File: src/rtl/fifo_pkg.sv
// Shared constants for the per-lane threshold FIFO.
//   FIFO_DATA_WIDTH : default data word width
//   FIFO_ADDR_WIDTH : default log2 depth, also the threshold width
//   FIFO_DEPTH      : number of storage words
package fifo_pkg;

  localparam int unsigned FIFO_DATA_WIDTH = 6;
  localparam int unsigned FIFO_ADDR_WIDTH = 3;
  localparam int unsigned FIFO_DEPTH      = 1 << FIFO_ADDR_WIDTH;

endpackage

File: src/rtl/fifo_mem.sv
// Dual-port register array for fifo_umbral.
// The write side is synchronous. The read side captures the addressed word
// into an output register when rd_en is high, and holds it otherwise.
// The array contents are not reset. Only the output register is reset.
// Ports:
//   clk     : rising-edge clock
//   reset   : asynchronous active-low reset, clears rd_data
//   wr_en   : write strobe
//   wr_addr : write address
//   wr_data : write data
//   rd_en   : read strobe, loads rd_data
//   rd_addr : read address
//   rd_data : registered read data
module fifo_mem
  import fifo_pkg::*;
#(
  parameter int unsigned DATA_WIDTH = FIFO_DATA_WIDTH,
  parameter int unsigned ADDR_WIDTH = FIFO_ADDR_WIDTH
) (
  input  logic                  clk,
  input  logic                  reset,
  input  logic                  wr_en,
  input  logic [ADDR_WIDTH-1:0] wr_addr,
  input  logic [DATA_WIDTH-1:0] wr_data,
  input  logic                  rd_en,
  input  logic [ADDR_WIDTH-1:0] rd_addr,
  output logic [DATA_WIDTH-1:0] rd_data
);

  localparam int unsigned DEPTH = 1 << ADDR_WIDTH;

  logic [DATA_WIDTH-1:0] mem [DEPTH];

  always_ff @(posedge clk) begin
    if (wr_en) begin
      mem[wr_addr] <= wr_data;
    end
  end

  // When a simultaneous read and write hit the same address (full FIFO,
  // push and pop together), the read returns the old word.
  always_ff @(posedge clk or negedge reset) begin
    if (!reset) begin
      rd_data <= '0;
    end else if (rd_en) begin
      rd_data <= mem[rd_addr];
    end
  end

endmodule

File: src/rtl/fifo_umbral.sv
// Per-lane data FIFO with programmable almost-full/almost-empty thresholds.
// The thresholds come from the configuration FSM's latched values.
// fifo_empty feeds back into the FSM's FIFO_empty bus.
//
// Compile-time option: FIFO_REG_FLAGS_EN
//   When this macro is defined, the status flags are registered. They are
//   computed from the next count and the current thresholds.
//   When it is undefined, the flags are combinational from count and the
//   live thresholds.
//
// Ports:
//   clk          : rising-edge clock
//   reset        : asynchronous active-low reset
//   push, pop    : write / read requests
//   data_in      : write data
//   umbral_alto  : almost-full threshold  (flag when occupancy >= threshold)
//   umbral_bajo  : almost-empty threshold (flag when occupancy <= threshold)
//   data_out     : registered read data, one cycle after an accepted pop
//   valid_out    : data_out carries a newly popped word this cycle
//   fifo_empty   : occupancy == 0
//   fifo_full    : occupancy == depth
//   almost_full  : occupancy >= umbral_alto
//   almost_empty : occupancy <= umbral_bajo
//   error        : sticky overflow/underflow, cleared only by reset
module fifo_umbral
  import fifo_pkg::*;
#(
  parameter int unsigned DATA_WIDTH = FIFO_DATA_WIDTH,
  parameter int unsigned ADDR_WIDTH = FIFO_ADDR_WIDTH
) (
  input  logic                  clk,
  input  logic                  reset,
  input  logic                  push,
  input  logic                  pop,
  input  logic [DATA_WIDTH-1:0] data_in,
  input  logic [ADDR_WIDTH-1:0] umbral_alto,
  input  logic [ADDR_WIDTH-1:0] umbral_bajo,
  output logic [DATA_WIDTH-1:0] data_out,
  output logic                  valid_out,
  output logic                  fifo_empty,
  output logic                  fifo_full,
  output logic                  almost_full,
  output logic                  almost_empty,
  output logic                  error
);

  localparam int unsigned DEPTH_I = 1 << ADDR_WIDTH;
  localparam logic [ADDR_WIDTH:0]   DEPTH   = DEPTH_I[ADDR_WIDTH:0];
  localparam logic [ADDR_WIDTH:0]   CNT_ONE = 1;
  localparam logic [ADDR_WIDTH-1:0] PTR_ONE = 1;

  logic [ADDR_WIDTH-1:0] wr_ptr;
  logic [ADDR_WIDTH-1:0] rd_ptr;
  logic [ADDR_WIDTH:0]   count;
  logic [ADDR_WIDTH:0]   count_next;
  logic                  is_empty;
  logic                  is_full;
  logic                  push_acc;
  logic                  pop_acc;
  logic                  bad_req;

  // Acceptance uses the count directly. This keeps it independent of
  // whether the exported flags are registered.
  assign is_empty = (count == '0);
  assign is_full  = (count == DEPTH);
  assign pop_acc  = pop && !is_empty;
  assign push_acc = push && (!is_full || pop_acc);
  assign bad_req  = (push && !push_acc) || (pop && !pop_acc);

  always_comb begin
    count_next = count;
    case ({push_acc, pop_acc})
      2'b10:   count_next = count + CNT_ONE;
      2'b01:   count_next = count - CNT_ONE;
      default: count_next = count;
    endcase
  end

  always_ff @(posedge clk or negedge reset) begin
    if (!reset) begin
      wr_ptr    <= '0;
      rd_ptr    <= '0;
      count     <= '0;
      valid_out <= 1'b0;
      error     <= 1'b0;
    end else begin
      if (push_acc) wr_ptr <= wr_ptr + PTR_ONE;
      if (pop_acc)  rd_ptr <= rd_ptr + PTR_ONE;
      count     <= count_next;
      valid_out <= pop_acc;
      if (bad_req) error <= 1'b1;
    end
  end

  fifo_mem #(
    .DATA_WIDTH (DATA_WIDTH),
    .ADDR_WIDTH (ADDR_WIDTH)
  ) u_mem (
    .clk     (clk),
    .reset   (reset),
    .wr_en   (push_acc),
    .wr_addr (wr_ptr),
    .wr_data (data_in),
    .rd_en   (pop_acc),
    .rd_addr (rd_ptr),
    .rd_data (data_out)
  );

`ifdef FIFO_REG_FLAGS_EN
  always_ff @(posedge clk or negedge reset) begin
    if (!reset) begin
      fifo_empty   <= 1'b1;
      fifo_full    <= 1'b0;
      almost_empty <= 1'b1;
      almost_full  <= 1'b0;
    end else begin
      fifo_empty   <= (count_next == '0);
      fifo_full    <= (count_next == DEPTH);
      almost_empty <= (count_next <= {1'b0, umbral_bajo});
      almost_full  <= (count_next >= {1'b0, umbral_alto});
    end
  end
`else
  assign fifo_empty   = is_empty;
  assign fifo_full    = is_full;
  assign almost_empty = (count <= {1'b0, umbral_bajo});
  assign almost_full  = (count >= {1'b0, umbral_alto});
`endif

endmodule

File: config.mk
export PLATFORM = sky130hd
export DESIGN_NAME = fifo_umbral
export DESIGN_NICKNAME = d
export VERILOG_FILES = /design/src/rtl/fifo_pkg.sv /design/src/rtl/fifo_mem.sv /design/src/rtl/fifo_umbral.sv
export SDC_FILE = /design/constraint.sdc
export NUM_CORES = 1
export LEC_CHECK = 0
export ABC_AREA = 0
export BUFFER_PORTS_ARGS = -buffer_cell sky130_fd_sc_hd__buf_2
export CAP_MARGIN = 20
export CORE_ASPECT_RATIO = 0.75
export CORE_MARGIN = 1.5
export CORE_UTILIZATION = 63
export DETAILED_ROUTE_END_ITERATION = 10
export GPL_TIMING_DRIVEN = 0
export HOLD_SLACK_MARGIN = 0.05
export PLACE_DENSITY = 0.94
export SLEW_MARGIN = 30
export SYNTH_ARGS = -nofsm -noshare
export SYNTH_HDL_FRONTEND = slang
export SYNTH_SLANG_ARGS = --single-unit
File: constraint.sdc
create_clock -name clk -period 7.3 [get_ports clk]
set_input_delay 0.73 -clock clk [delete_from_list [all_inputs] [get_ports clk]]
set_output_delay 0.73 -clock clk [all_outputs]
set_load 0.02 [all_outputs]
### Word level (Yosys, flattened, before mapping)

Memory sizes are Yosys's and may differ from the RTL's. A register that Yosys moved wholly into a read port is not among the register bits.
Cells that the tools add are included.

| word-level totals | value |
|---|---|
| register bits | 12 |
| memory bits (writable) | 48 |
| word-level logic and storage cells | 31 |
| memories kept | 1 |

| operators by class | value |
|---|---|
| add/subtract/negate cells | 4 |
| $lt $le $gt $ge | 2 |
| equal/unequal tests | 3 |
| mux-type cells | 3 |
| reductions and logical operators | 13 |

Memories:

| memory | depth | width | read ports | clocked after memory_dff | wr ports | RTL line | source |
|---|---|---|---|---|---|---|---|
| u_mem.mem | 8 | 6 | 1 | 1 | 1 | fifo_mem.sv:32 | `logic [DATA_WIDTH-1:0] mem [DEPTH];` |

Operators with widths:

| operator | count |
|---|---|
| one-hot mux 4 bit (2 select lines) | 1 |
| adder 3 x 1 -> 3 bit (second input constant) | 2 |
| zero test 1 bit | 5 |
| adder 4 x 1 -> 4 bit (second input constant) | 1 |
| equality test 4 bit (second input constant) | 1 |
| >= comparator 4 x 3 -> 1 bit | 1 |
| less-or-equal comparator 4 x 3 -> 1 bit | 1 |
| logical AND 1 bit | 4 |
| zero test 4 bit | 1 |
| subtractor 4 x 1 -> 4 bit (second input constant) | 1 |
| equality test 2 x 1 -> 1 bit (second input constant) | 1 |
| equality test 2 bit (second input constant) | 1 |
| logical OR 1 bit | 2 |
| 2-to-1 mux 1 bit | 2 |
| nonzero test 2 bit | 1 |

### Depth between registers and ports, before layout

| logic depth | value |
|---|---|
| depth in word-level cells | 8 |
| mapped depth | 11 |
| gate-level depth less buffers | 10 |

### Cells and area by module

From an unflattened synthesis, not the netlist that was laid out.

| unflattened totals | value |
|---|---|
| cell total of the unflattened synthesis | 201 |
| area total of the unflattened synthesis | 2975.4 µm² |

Modules (own cells, without submodules):

| module | instances | cells an instance | area an instance (µm²) |
|---|---|---|---|
| fifo_mem | 1 | 124 | 2147.1 |
| fifo_umbral | 1 | 77 | 828.3 |

### Worst setup path after synthesis

No wires, ideal clock.

| timing path | value |
|---|---|
| kind | register to register |
| start | register count[1] |
| end | register count[3] |
| setup time | 0.139 ns |
| arrival time | 2.343 ns |
| data required time | 7.161 ns |
| setup slack | 4.818 ns |
| cell stages (with the launch flop) | 12 |
| buffers on the path | 1 |
| cell sequence | dfrtp_1 > or3_1 > buf_6 > o21ai_4 > inv_2 > nand2_1 > inv_1 > ha_1 > a211oi_1 > or3b_1 > o211ai_1 > o221ai_1 |

| between the ends | value |
|---|---|
| word-level cells in the longest chain between the ends | 7 |
| elaborated cells on any way between the ends | 13 |

RTL lines:

| element | RTL line | source |
|---|---|---|
| start, declared | fifo_umbral.sv:54 | `logic [ADDR_WIDTH:0] count;` |
| start signal, assigned | fifo_umbral.sv:89 | `count <= count_next;` |
| zero test 4 bit * | fifo_umbral.sv:64 | `assign is_empty = (count == '0);` |
| zero test 1 bit * | fifo_umbral.sv:66 | `assign pop_acc = pop && !is_empty;` |
| logical AND 1 bit * | fifo_umbral.sv:66 |  |
| named net pop_acc | fifo_umbral.sv:59 | `logic pop_acc;` |
| logical OR 1 bit | fifo_umbral.sv:67 | `assign push_acc = push && (!is_full \|\| pop_acc);` |
| logical AND 1 bit | fifo_umbral.sv:67 |  |
| equality test 2 x 1 -> 1 bit or equality test 2 bit (tied branches) | fifo_umbral.sv:72 | `case ({push_acc, pop_acc})` |
| one-hot mux 4 bit (2 select lines) or nonzero test 2 bit (tied branches) | -- |  |

Mark *: on every way through the listed nets, which the timed path passes. The rest lies on a longest branch.
A chain may end at the register's enable or synchronous reset.

### Worst setup path after layout

Ends and elaborated chain as after synthesis.

==> flow_summary.toml <==
[status]
status = "finished, final reports clean"

[routing]
drc = 0
first_pass_iters = 4
dr.first_iter.drc_count = 137
routedWlPerCell_um = 18.5
vias_per_cell = 5.89
routed_wl_um = 5640
ant_nets = 0
vias = 1796

[cts]
clkTransAtPathRegs_ns = 0.07
postCtsSetupBuffers = 0
insertion_delay_ns = 0.33
clock_path_buffers = 2
cts_hold_buf = 0
h-tree-depth = 3
cts_buffers = 9
clockRootBuffer = "clkbuf_8"
postCtsResizedCells = 0
cts_tree = "built"
cts_sinks = 66

[layout]
drive_gt1_share_pct = 28.6
layout.nets = 270
layout_common_cells = "edfxtp_1, buf_2, nand2_1"
antenna_cells = 0
n_fill_cell = 291
syn_to_final_growth_pct = 14.2
final_common_cell = "edfxtp_1"

[grt]
grt_pass1_wl_um = 9060
gr-total-overflow = 0
antenna_found_initial = 0
top_usage_layer = "met2"
grtUsageMet1_pct = 33.0
grt_use_met3_pct = 9.20
grtUsageMet2_pct = 36.4
grt_pass1_vias = 1863
track_usage_pct = 24.9
grt_max_degree = 19

[worst_setup_path]
path_delay_family = "compound AO/OA/AOI/OAI gates"
crit_fanout = 10
cp.buffers_inverters = 3
worstSetupPathType = "reg -> reg"
cpPeakStageDelay_ns = 0.45
crit_slowest_cell = "dfrtp_1"
crit_required_ns = 7.51
worst_setup_path_start_kind = "register"
endpoint_kind = "register"
path_cells = "or3_1 -> buf_6 -> o21ai_4 -> inv_2 -> nand2_1 -> inv_1 -> ha_1 -> a211oi_1 -> or3b_1 -> o22a_1 -> o221ai_1"
cp.arrival_ns = 2.99

[power_and_ir_drop]
ir_drop_mv = 0.241
p_total_mw = 1.39
powerDensity_nw_per_um2 = 407
leakage_nw = 1.36

[floorplanning]
start_util_pct = 66.0
io_pins = 28
die_area_um2 = 5160
floorplan.rows = 21
die_h_um = 62.6
die_x_um = 82.5
core_um2 = 4520

[run]
max-cap-violations = 0

[yosys]
async_flop_share_pct = 27.3
netlist_area_um2 = 2980
synthFlopType = "edfxtp_1"
syn_nets = 234
yosysSeqAreaShare_pct = 63.4
syn_avg_cell_area_um2 = 14.4
synth_cell_type_count = 41
synthCells = 207
synth-seq-cells = 66
yosys_warnings = 0
synth_edf_count = 48

[placement]
io_buffers = 25
dpl_worst_slack_ns = 4.53
hpwl_um = 4020
place_congestion = 0.743

[timing]
hold_violations = 0
finalSetupViolations = 0
drv_slew = 0
tightest_slew_ns = 0.906
setup_slack_ns = 4.51
fin_worst_skew_ns = 0.00812
fmax_mhz = 359
period_share_pct = 38.2
relSlewSlack_pct = 39.1
timing.final.crit_period_ns = 2.79
rsz0062_at_grt = "no"
fin_tns_setup_ns = 0

[min_path]
hold_path_class = "in -> async"
==> layer usage <==
metal / wire (µm) / part of all wire [%]
met5: 0 / 0
met4: 90 / 1.6
met3: 370 / 6.6
met2: 2770 / 49
met1: 2400 / 43
==> state kept, by name, summed over array words and instances, names as in the netlist <==
| register | count |
|---|---|
| u_mem.mem | 48 |
| u_mem.rd_data | 6 |
| count | 4 |
| rd_ptr | 3 |
| wr_ptr | 3 |
| error | 1 |
| valid_out | 1 |
==> final cells by class <==
cell class | instances | area [µm²] | area share, %
flip-flops and latches | 66 | 1890 | 55.5
multi-input cells | 123 | 1000 | 29.4
clock buffers | 15 | 196 | 5.76
repair buffers | 25 | 125 | 3.67
plain buffers | 8 | 78.8 | 2.31
well taps | 57 | 71.3 | 2.09
inverters | 10 | 37.5 | 1.10
clock inverters | 1 | 5.00 | 0.147
==> power by group <==
| group | total (mW) | internal (mW) | switching, mW | leakage, nW |
|---|---|---|---|---|
| Sequential | 0.556 | 0.494 | 0.0619 | 0.648 |
| Clock | 0.295 | 0.169 | 0.125 | 0.106 |
| Combinational | 0.535 | 0.236 | 0.299 | 0.608 |
==> cells in the mapped netlist (2+ instances only) <==
master     n  area (µm²)
a21oi_1    2        10.0
a221o_1    6        60.1
buf_2      2        10.0
buf_4      2        15.0
buf_6      3        33.8
dfrtp_1   18         450
edfxtp_1  48        1440
ha_1      10         125
inv_1      9        33.8
mux2_2    12         135
mux2i_1   13         130
nand2_1   19        71.3
nand2b_1   6        37.5
nor2_1     8        30.0
nor2b_1    3        18.8
nor3_1     4        20.0
o21ai_0    2        10.0
o21ai_1    6        30.0
o21bai_1   2        15.0
o22ai_1    6        37.5
xnor2_1    6        52.6
==> per-stage QoR <==
stage / util (%) / hold WS, ns / instance area [µm²] / instances
after detailed placement: 70.5 / 0.465 / 3190 / 289
after floorplan: - / 0.434 / 2980 / 207
after CTS: 75.0 / 0.311 / 3390 / 305
after global routing: 75.4 / 0.333 / 3410 / 305
final: 75.4 / 0.316 / 3410 / 305
after global placement: 70.4 / 0.458 / 3180 / 289
==> worst paths after layout <==
kind	slack (ns)	from	endpoint	depth (start not counted)
min in group clk	0.49	error$_DFFE_PN0P_	error$_DFFE_PN0P_	1
max in group asynchronous	6.69	reset	u_mem.rd_data[5]$_DFFE_PN0P_	1
worst max-delay path	4.51	count[1]$_DFFE_PN0P_	count[3]$_DFFE_PN0P_	11
worst min register to register	0.49	error$_DFFE_PN0P_	error$_DFFE_PN0P_	1
worst min-delay path	0.32	reset	wr_ptr[1]$_DFFE_PN0P_	1
worst max register to register	4.51	count[1]$_DFFE_PN0P_	count[3]$_DFFE_PN0P_	11
==> kinds of logic (layout without fill, tap and decap cells) <==
kind of cell               count (synthesis)  count (layout)  synth area share (%)
AOI/OAI and AO/OA                         35              35                  9.56
xor gates and xnor gates                   7               7                  2.05
adders and majority gates                 11              11                  4.86
buffers and inverters                     18              59                  3.90
DFF                                       66              66                  63.4
muxes                                     26              26                  9.39
and+or+nand+nor                           44              44                  6.83
Power figures use the tool's default switching activity.
